### config.mk
export PLATFORM = sky130hd
export DESIGN_NAME = clkgen_prog
export DESIGN_NICKNAME = d
export VERILOG_FILES = /design/src/rtl/clkgen_pkg.sv /design/src/rtl/clkgen_prog_ser.sv /design/src/rtl/clkgen_prog.sv
export SDC_FILE = /design/constraint.sdc
export NUM_CORES = 1
export LEC_CHECK = 0
export ABC_AREA = 1
export CAP_MARGIN = 10
export CORE_MARGIN = 5
export CORE_UTILIZATION = 50
export CTS_BUF_LIST = sky130_fd_sc_hd__clkbuf_8
export CTS_CLUSTER_SIZE = 14
export DETAILED_ROUTE_END_ITERATION = 8
export DONT_BUFFER_PORTS = 1
export SYNTH_ARGS = -nofsm -noshare
export SYNTH_HDL_FRONTEND = slang
export SYNTH_SLANG_ARGS = --single-unit
### constraint.sdc
create_clock -name clk -period 1.7 [get_ports clk]
set_input_delay 0.17 -clock clk [delete_from_list [all_inputs] [get_ports clk]]
set_output_delay 0.17 -clock clk [all_outputs]
set_load 0.05 [all_outputs]
### src/rtl/clkgen_pkg.sv
// Shared types and command constants for the DCM_CLKGEN runtime M/D programmer.
package clkgen_pkg;

  typedef enum logic [2:0] {
    IDLE,
    LOAD_D,
    GAP1,
    LOAD_M,
    GAP2,
    GO,
    WAIT_DONE,
    FINISH
  } state_e;

  // Command headers, sent header[1] first.
  localparam logic [1:0]  CMD_LOADD = 2'b10;
  localparam logic [1:0]  CMD_LOADM = 2'b11;
  localparam logic        CMD_GO    = 1'b0;
  localparam int unsigned CMD_LEN   = 10;

endpackage

### src/rtl/clkgen_prog_ser.sv
// 10-bit load/shift serializer for LoadD/LoadM commands; shifts in zeros so
// bit_o idles low between commands.
module clkgen_prog_ser
  import clkgen_pkg::*;
(
  input  logic       clk,
  input  logic       rst_n,
  input  logic       load_i,
  input  logic [1:0] header_i,
  input  logic [7:0] data_i,
  output logic       bit_o,
  output logic       last_o
);

  localparam logic [3:0] LAST_IDX = 4'(CMD_LEN - 1);

  logic [CMD_LEN-1:0] sreg_q, sreg_d;
  logic [3:0]         cnt_q, cnt_d;
  logic               active_q, active_d;

  always_comb begin
    sreg_d   = {1'b0, sreg_q[CMD_LEN-1:1]};
    cnt_d    = cnt_q;
    active_d = active_q;
    if (load_i) begin
      sreg_d   = {data_i, header_i[0], header_i[1]};
      cnt_d    = '0;
      active_d = 1'b1;
    end else if (active_q) begin
      cnt_d = cnt_q + 4'd1;
      if (cnt_q == LAST_IDX) begin
        active_d = 1'b0;
        cnt_d    = '0;
      end
    end
  end

  always_ff @(posedge clk or negedge rst_n) begin
    if (!rst_n) begin
      sreg_q   <= '0;
      cnt_q    <= '0;
      active_q <= 1'b0;
    end else begin
      sreg_q   <= sreg_d;
      cnt_q    <= cnt_d;
      active_q <= active_d;
    end
  end

  assign bit_o  = sreg_q[0];
  assign last_o = active_q && (cnt_q == LAST_IDX);

endmodule

### src/rtl/clkgen_prog.sv
// DCM_CLKGEN runtime M/D reprogramming controller: start/busy handshake in,
// LoadD / LoadM / GO serialized onto PROGEN/PROGDATA, then wait for PROGDONE+LOCKED.
module clkgen_prog
  import clkgen_pkg::*;
#(
  parameter int unsigned GAP_CYCLES = 2,
  parameter int unsigned TIMEOUT    = 4096
) (
  input  logic       clk,
  input  logic       rst_n,
  input  logic       start,
  input  logic [7:0] m_minus1,
  input  logic [7:0] d_minus1,
  output logic       busy,
  output logic       done,
  output logic       err,
  output logic       progen,
  output logic       progdata,
  input  logic       progdone,
  input  logic       locked
);

  localparam int unsigned GW = (GAP_CYCLES > 1) ? $clog2(GAP_CYCLES) : 1;
  localparam int unsigned TW = $clog2(TIMEOUT + 1);
  localparam logic [GW-1:0] GAP_LAST = GW'(GAP_CYCLES - 1);
  localparam logic [TW-1:0] TO_LAST  = TW'(TIMEOUT - 1);

  state_e          state_q, state_d;
  logic [7:0]      m_q, m_d;
  logic [GW-1:0]   gap_q, gap_d;
  logic [TW-1:0]   to_q, to_d;
  logic            progen_q, progen_d;
  logic            busy_q, busy_d;
  logic            done_q, done_d;
  logic            err_q, err_d;

  logic            ser_load;
  logic [1:0]      ser_hdr;
  logic [7:0]      ser_data;
  logic            ser_bit;
  logic            ser_last;

  clkgen_prog_ser u_ser (
    .clk      (clk),
    .rst_n    (rst_n),
    .load_i   (ser_load),
    .header_i (ser_hdr),
    .data_i   (ser_data),
    .bit_o    (ser_bit),
    .last_o   (ser_last)
  );

  // D goes straight into the serializer on accept; only M needs a holding register.
  always_comb begin
    state_d  = state_q;
    m_d      = m_q;
    gap_d    = '0;
    to_d     = '0;
    err_d    = 1'b0;
    ser_load = 1'b0;
    ser_hdr  = CMD_LOADD;
    ser_data = d_minus1;

    case (state_q)
      IDLE: begin
        if (start) begin
          if (m_minus1 != '0) begin
            m_d      = m_minus1;
            ser_load = 1'b1;
            state_d  = LOAD_D;
          end else begin
            err_d = 1'b1;
          end
        end
      end
      LOAD_D: begin
        if (ser_last) state_d = GAP1;
      end
      GAP1: begin
        gap_d = gap_q + 1'b1;
        if (gap_q == GAP_LAST) begin
          gap_d    = '0;
          ser_load = 1'b1;
          ser_hdr  = CMD_LOADM;
          ser_data = m_q;
          state_d  = LOAD_M;
        end
      end
      LOAD_M: begin
        if (ser_last) state_d = GAP2;
      end
      GAP2: begin
        gap_d = gap_q + 1'b1;
        if (gap_q == GAP_LAST) begin
          gap_d   = '0;
          state_d = GO;
        end
      end
      GO: state_d = WAIT_DONE;
      WAIT_DONE: begin
        to_d = to_q + 1'b1;
        if ((to_q != '0) && progdone && locked) begin
          state_d = FINISH;
        end else if (to_q == TO_LAST) begin
          err_d   = 1'b1;
          state_d = IDLE;
        end
      end
      FINISH:  state_d = IDLE;
      default: state_d = IDLE;
    endcase

    progen_d = (state_d == LOAD_D) || (state_d == LOAD_M) || (state_d == GO);
    busy_d   = (state_d != IDLE) && (state_d != FINISH);
    done_d   = (state_d == FINISH);
  end

  always_ff @(posedge clk or negedge rst_n) begin
    if (!rst_n) begin
      state_q  <= IDLE;
      m_q      <= '0;
      gap_q    <= '0;
      to_q     <= '0;
      progen_q <= 1'b0;
      busy_q   <= 1'b0;
      done_q   <= 1'b0;
      err_q    <= 1'b0;
    end else begin
      state_q  <= state_d;
      m_q      <= m_d;
      gap_q    <= gap_d;
      to_q     <= to_d;
      progen_q <= progen_d;
      busy_q   <= busy_d;
      done_q   <= done_d;
      err_q    <= err_d;
    end
  end

  assign progen   = progen_q;
  assign progdata = ser_bit;
  assign busy     = busy_q;
  assign done     = done_q;
  assign err      = err_q;

endmodule
**Yosys cells after proc, flatten, opt, wreduce, memory -nomap -nowiden**

Cells that the tools add are included.
W data, S select, Z words.

- Flip-flop bits (word level): 44
- Bits of input ports: 21
- Output and inout port bits: 5
- Logic and storage cells: 73

- Add/subtract/negate cells: 3
- Equal/unequal tests: 14
- Muxes and demuxes: 32
- Reduce and logical (&&, ||, !) cells: 13

Operators with widths:

| cell | number |
|---|---|
| $mux W3 | 8 |
| $pmux W3 S8 | 1 |
| $eq A3 B3 Y1 const B | 6 |
| $mux W8 | 2 |
| $mux W1 | 14 |
| $add A13 B1 Y13 const B | 1 |
| $eq A13 B12 Y1 const B | 1 |
| $mux W13 | 1 |
| $reduce_bool A13 Y1 | 1 |
| $mux W4 | 3 |
| $mux W10 | 1 |
| $eq A3 B2 Y1 const B | 3 |
| $reduce_bool A8 Y1 | 1 |
| $eq A3 B1 Y1 const B | 2 |
| $add A4 B1 Y4 const B | 1 |
| $eq A4 B4 Y1 const B | 1 |
| $logic_and A1 B1 Y1 | 4 |
| $pmux W1 S2 | 2 |
| $logic_not A3 Y1 | 1 |
| $ne A3 B3 Y1 const B | 1 |
| $reduce_and A3 Y1 | 1 |
| $reduce_bool A3 Y1 | 1 |
| $logic_or A1 B1 Y1 | 2 |
| $reduce_bool A2 Y1 | 1 |
| other kinds (2) | 2 |

**Logic depth before layout (Yosys ltp)**

Gate-level depths: netlist (run 1).

- Depth after elaboration: 8
- Depth in mapped cells: 12
- Mapped depth without buffers: 12

**Hierarchy**

From an unflattened synthesis (run 1), not the netlist that was laid out.

- Cell total of the unflattened synthesis: 273
- Area total of the unflattened synthesis: 2170.8 sq um

By module, submodules not included:

| module | times used | cells each | area an instance (sq um) | seq. area each (sq um) |
|---|---|---|---|---|
| clkgen_prog | 1 | 199 | 1524.0 | 725.7 |
| clkgen_prog_ser | 1 | 74 | 646.9 | 375.4 |

**Worst setup path before layout (run 1)**

No wires, ideal clock.

- Kind: reg2reg
- Start point: register to_q[0]
- End point: register busy_q, in the netlist busy
- Library setup time: 116 ps
- Arrival time: 1270 ps
- Required time: 1584 ps
- Path slack: 314 ps
- Cell stages (with the launch flop): 11
- Buffers on the path: 0
- Clock period less this slack: 1386 ps
- Cell sequence: dfrtp_1 > ha_1 > nand2_1 > nor2_1 > nand3_1 > nor2_1 > nand2_1 > nand2_1 > nand3_1 > nor2_1 > nor2_1

- Cells in the longest elaborated chain, start to end: 7
- Elaborated cells on any way between the ends: 10
- Classes of those cells: eq/ne (2); mux (3); reduce/logical (5)

RTL lines:

| element | RTL line | source |
|---|---|---|
| from (decl) | clkgen_prog.sv:31 | `logic [TW-1:0] to_q, to_d;` |
| from (signal assigned) | clkgen_prog.sv:132 | `to_q <= to_d;` |
| $reduce_bool A13 Y1 | clkgen_prog.sv:102 | `if ((to_q != '0) && progdone && locked) begin` |
| $logic_and A1 B1 Y1 (2 in a row) | clkgen_prog.sv:102 |  |
| $mux W3 * | clkgen_prog.sv:102 |  |
| $pmux W3 S8 * | clkgen_prog.sv:64 | `case (state_q)` |
| $ne A3 B3 Y1 or $reduce_bool A3 Y1 (tied branches) | clkgen_prog.sv:114 | `busy_d = (state_d != IDLE) && (state_d != FINISH);` |
| $logic_and A1 B1 Y1 * | clkgen_prog.sv:114 |  |
| named net busy_d | clkgen_prog.sv:33 | `logic busy_q, busy_d;` |
| to (signal assigned) | clkgen_prog.sv:134 | `busy_q <= busy_d;` |
| to (decl) | clkgen_prog.sv:33 |  |

The timed path passes the listed nets; every way through them passes the cells marked *.
A chain may end at the register's enable or synchronous reset.

**Final worst setup path (run 1)**

Ends and elaborated chain as after synthesis.

==> results of run 1 <==
[metal layers]
metal  part of all wire [%]  GRT usage (%)  wire length [um]
met5                      0              0                 0
met4                    1.3           4.80                52
met3                    4.6           4.96               188
met2                     43           20.5              1780
met1                     51           22.7              2110
[cells in the mapped netlist (2+ instances only)]
master    n  area (um^2)
o31ai_1   6         45.0
nand2_4   2         22.5
o21ai_2   9         78.8
dfrtp_1  44         1100
nor2_1   46          173
nand2_2   2         12.5
o21ai_0  10         50.1
xor2_1    2         17.5
nand3_2   2         20.0
a21oi_1   8         40.0
nand4_1   5         31.3
o22ai_1   2         12.5
nor3_1    7         35.0
nand3_1  10         50.1
nand2_1  47          176
nor2_2    2         12.5
inv_1    32          120
ha_1      4         50.1
[worst min-delay path by stage]
stage | from | endpoint | depth (start not counted) | slack [ns]
5_1_grt | d_minus1[7] | u_ser.sreg_q[9]$_DFF_PN0_ | 2 | 0.002
3_3_place_gp | rst_n | done$_DFF_PN0_ | 0 | -0.12
2_1_floorplan | rst_n | busy$_DFF_PN0_ | 0 | -0.13
6_report | d_minus1[7] | u_ser.sreg_q[9]$_DFF_PN0_ | 2 | 0.02
4_1_cts | d_minus1[7] | u_ser.sreg_q[9]$_DFF_PN0_ | 2 | 0.005
3_5_place_dp | rst_n | busy$_DFF_PN0_ | 0 | -0.12
[registers in the layout (all words and copies together), names as in the netlist]
signal,count
busy,1
done,1
err,1
gap_q,1
m_q,8
progen,1
state_q,3
to_q,13
u_ser.active_q,1
u_ser.cnt_q,4
u_ser.sreg_q,10
[repair_timing]
action                                  CTS  global route
endpoints found under the hold margin    44             0
hold buffers                              2             0
gates resized for setup                   0             5
endpoints found under the setup margin    0             2
buffers inserted                          0             3
[cell families (layout without fill, tap and decap cells)]
group	count (synthesis)	after routing	synth area share (%)
flops	44	44	50.5
buf+inv	38	51	7.93
xor+xnor	3	3	1.21
simple gates	126	126	26.2
compound gates	39	39	11.8
fa+ha+maj	4	4	2.30
[power breakdown]
part | internal, mW | switching [mW] | total [mW]
sequential | 1.33 | 0.266 | 1.60
combinational | 0.367 | 0.519 | 0.886
clock | 0.362 | 0.338 | 0.700
[cell type report]
cell class | instances | area [um^2]
Inverter | 35 | 139
Multi-Input combinational cell | 172 | 925
Sequential cell | 44 | 1100
Clock buffer | 7 | 96.3
Tap cell | 52 | 65.1
Timing Repair Buffer | 9 | 90.1
Fill cell | 402 | 1880
==> flow_summary.toml, run 1 <==
[run_status]
status = "completed"

[clocking]
htree_num_levels = 2
clock_latency_ns = 0.29
clockRootBuffer = "clkbuf_8"
cts_sinks = 44
clk_pin_slew_worst_paths_ns = 0.08
cts_tree = "yes"
numCtsBuffers = 5
clockBufferDepth = 2

[worst_setup_path]
cp_num_cells = 12
cp.required_ns = 1.89
r2r-start = "to_q[0]$_DFF_PN0_"
r2r_end = "busy$_DFF_PN0_"
worstPathArrival_ns = 1.74
cpPeakStageDelay_ns = 0.39
path_class = "reg -> reg"
cpMostUsedCell = "nand2_1"
cp_top_family = "simple AND/OR/NAND/NOR gates"
crit_slowest_cell = "dfrtp_1"
crit_start = "to_q[0]$_DFF_PN0_"
path_buf_inv = 2
worstSetupEndpointType = "register"
cp-endpoint = "busy$_DFF_PN0_"
worstPathCellList = "buf_4, inv_1, ha_1, nand2_1, nor2_1, nand2_1, nand2_1, nand2_1, nand2_1, nand3_1, nor2_1, nor2_1"
cp-start-kind = "register"
r2r_slack_ns = 0.15
r2r_cells = 12
critPathMaxFanout = 4

[timing]
setup_violations = 0
slew_violations = 0
post-route-period-util_pct = 90.9
holdWs_ns = 0.0151
tightest_slew_ns = 0.465
relSlewSlack_pct = 69.1
period_minus_slack_ns = 1.55
fmax_mhz = 647
setup_slack_ns = 0.154
rsz0062_at_grt = "false"
hold_viol_final = 0
fin_tns_setup_ns = 0
fin_worst_skew_ns = 0.00516

[synthesis]
synth-async-reset-ratio_pct = 100
synthesis.area_mm2 = 0.00218
yosys_warnings = 0
yosys_most_used_dff = "dfrtp_1"
synth.avg_cell_area_um2 = 8.58
ys_seq_area_share_pct = 50.5
syn_inst = 254
synth.net_count = 279
synth_edf_count = 0
synth-seq-cells = 44
synthDistinctLibCells = 32

[final_layout]
area_growth_pct = 10.9
layout_commonest_cell = "nand2_1"
drive_gt1_share_pct = 16.1
layout_common_cells = "nand2_1 (46), nor2_1 (45), dfrtp_1 (44), inv_1 (32), o21ai_0 (10)"
antennaDiodeCount = 0
fin_area_mm2 = 0.00242
fin_util_pct = 56.3
nets = 292
finalNonFillerCells = 319

[global_route]
grt_first_pass_wirelength_um = 7070
grt_pass1_vias = 1527
grt_max_degree = 45
grt-ovfl-total = 0
antenna_found_initial = 0
grt_util_all_layers_pct = 15.1

[place]
dp_slack_ns = 0.108
place_area_mm2 = 0.00224
gp_congestion = 0.817
place_hpwl_um = 2910
numPortBuffers = 0
dp.cells = 307

[power_and_ir_drop]
powerDensity_mw_per_mm2 = 1320
total_power_mw = 3.18
peakVddDrop_uv = 626
p_leak_nw = 1.20

[die]
die-area_mm2 = 0.00578
die_w_um = 76.0
io_pins = 26
fp.dieH_um = 76.0
core-area_mm2 = 0.00429
rows = 24
start_util_pct = 50.7

[routing]
wl_per_cell_um = 12.9
drc = 0
dr.pass1.iters = 4
drt_iter0_markers = 58
drt-total-wl_um = 4130
vias = 1617
ant_nets = 0
vias_per_cell = 5.07

[min_path]
hp-class = "in -> reg"

[run]
cap_viol_max_count = 0
(Power assumes the default switching activity.)
==> inputs of run 2 (changes only) <==
--- a/config.mk
+++ b/config.mk
@@ -9,7 +9,7 @@
 export CAP_MARGIN = 10
 export CORE_MARGIN = 5
 export CORE_UTILIZATION = 50
-export CTS_BUF_LIST = sky130_fd_sc_hd__clkbuf_8
+export CTS_BUF_LIST = sky130_fd_sc_hd__clkbuf_4 sky130_fd_sc_hd__clkbuf_8
 export CTS_CLUSTER_SIZE = 14
 export DETAILED_ROUTE_END_ITERATION = 8
 export DONT_BUFFER_PORTS = 1
==> results of run 2 <==
No change in the layout: final DEF, timing and power equal those of run 1.
==> inputs of run 3 (changes only) <==
--- a/config.mk
+++ b/config.mk
@@ -9,7 +9,7 @@
 export CAP_MARGIN = 10
 export CORE_MARGIN = 5
 export CORE_UTILIZATION = 50
-export CTS_BUF_LIST = sky130_fd_sc_hd__clkbuf_4 sky130_fd_sc_hd__clkbuf_8
+export CTS_BUF_LIST = sky130_fd_sc_hd__clkbuf_2 sky130_fd_sc_hd__clkbuf_4 sky130_fd_sc_hd__clkbuf_8
 export CTS_CLUSTER_SIZE = 14
 export DETAILED_ROUTE_END_ITERATION = 8
 export DONT_BUFFER_PORTS = 1
==> results of run 3 <==
No change in the layout: final DEF, timing and power equal those of run 1.
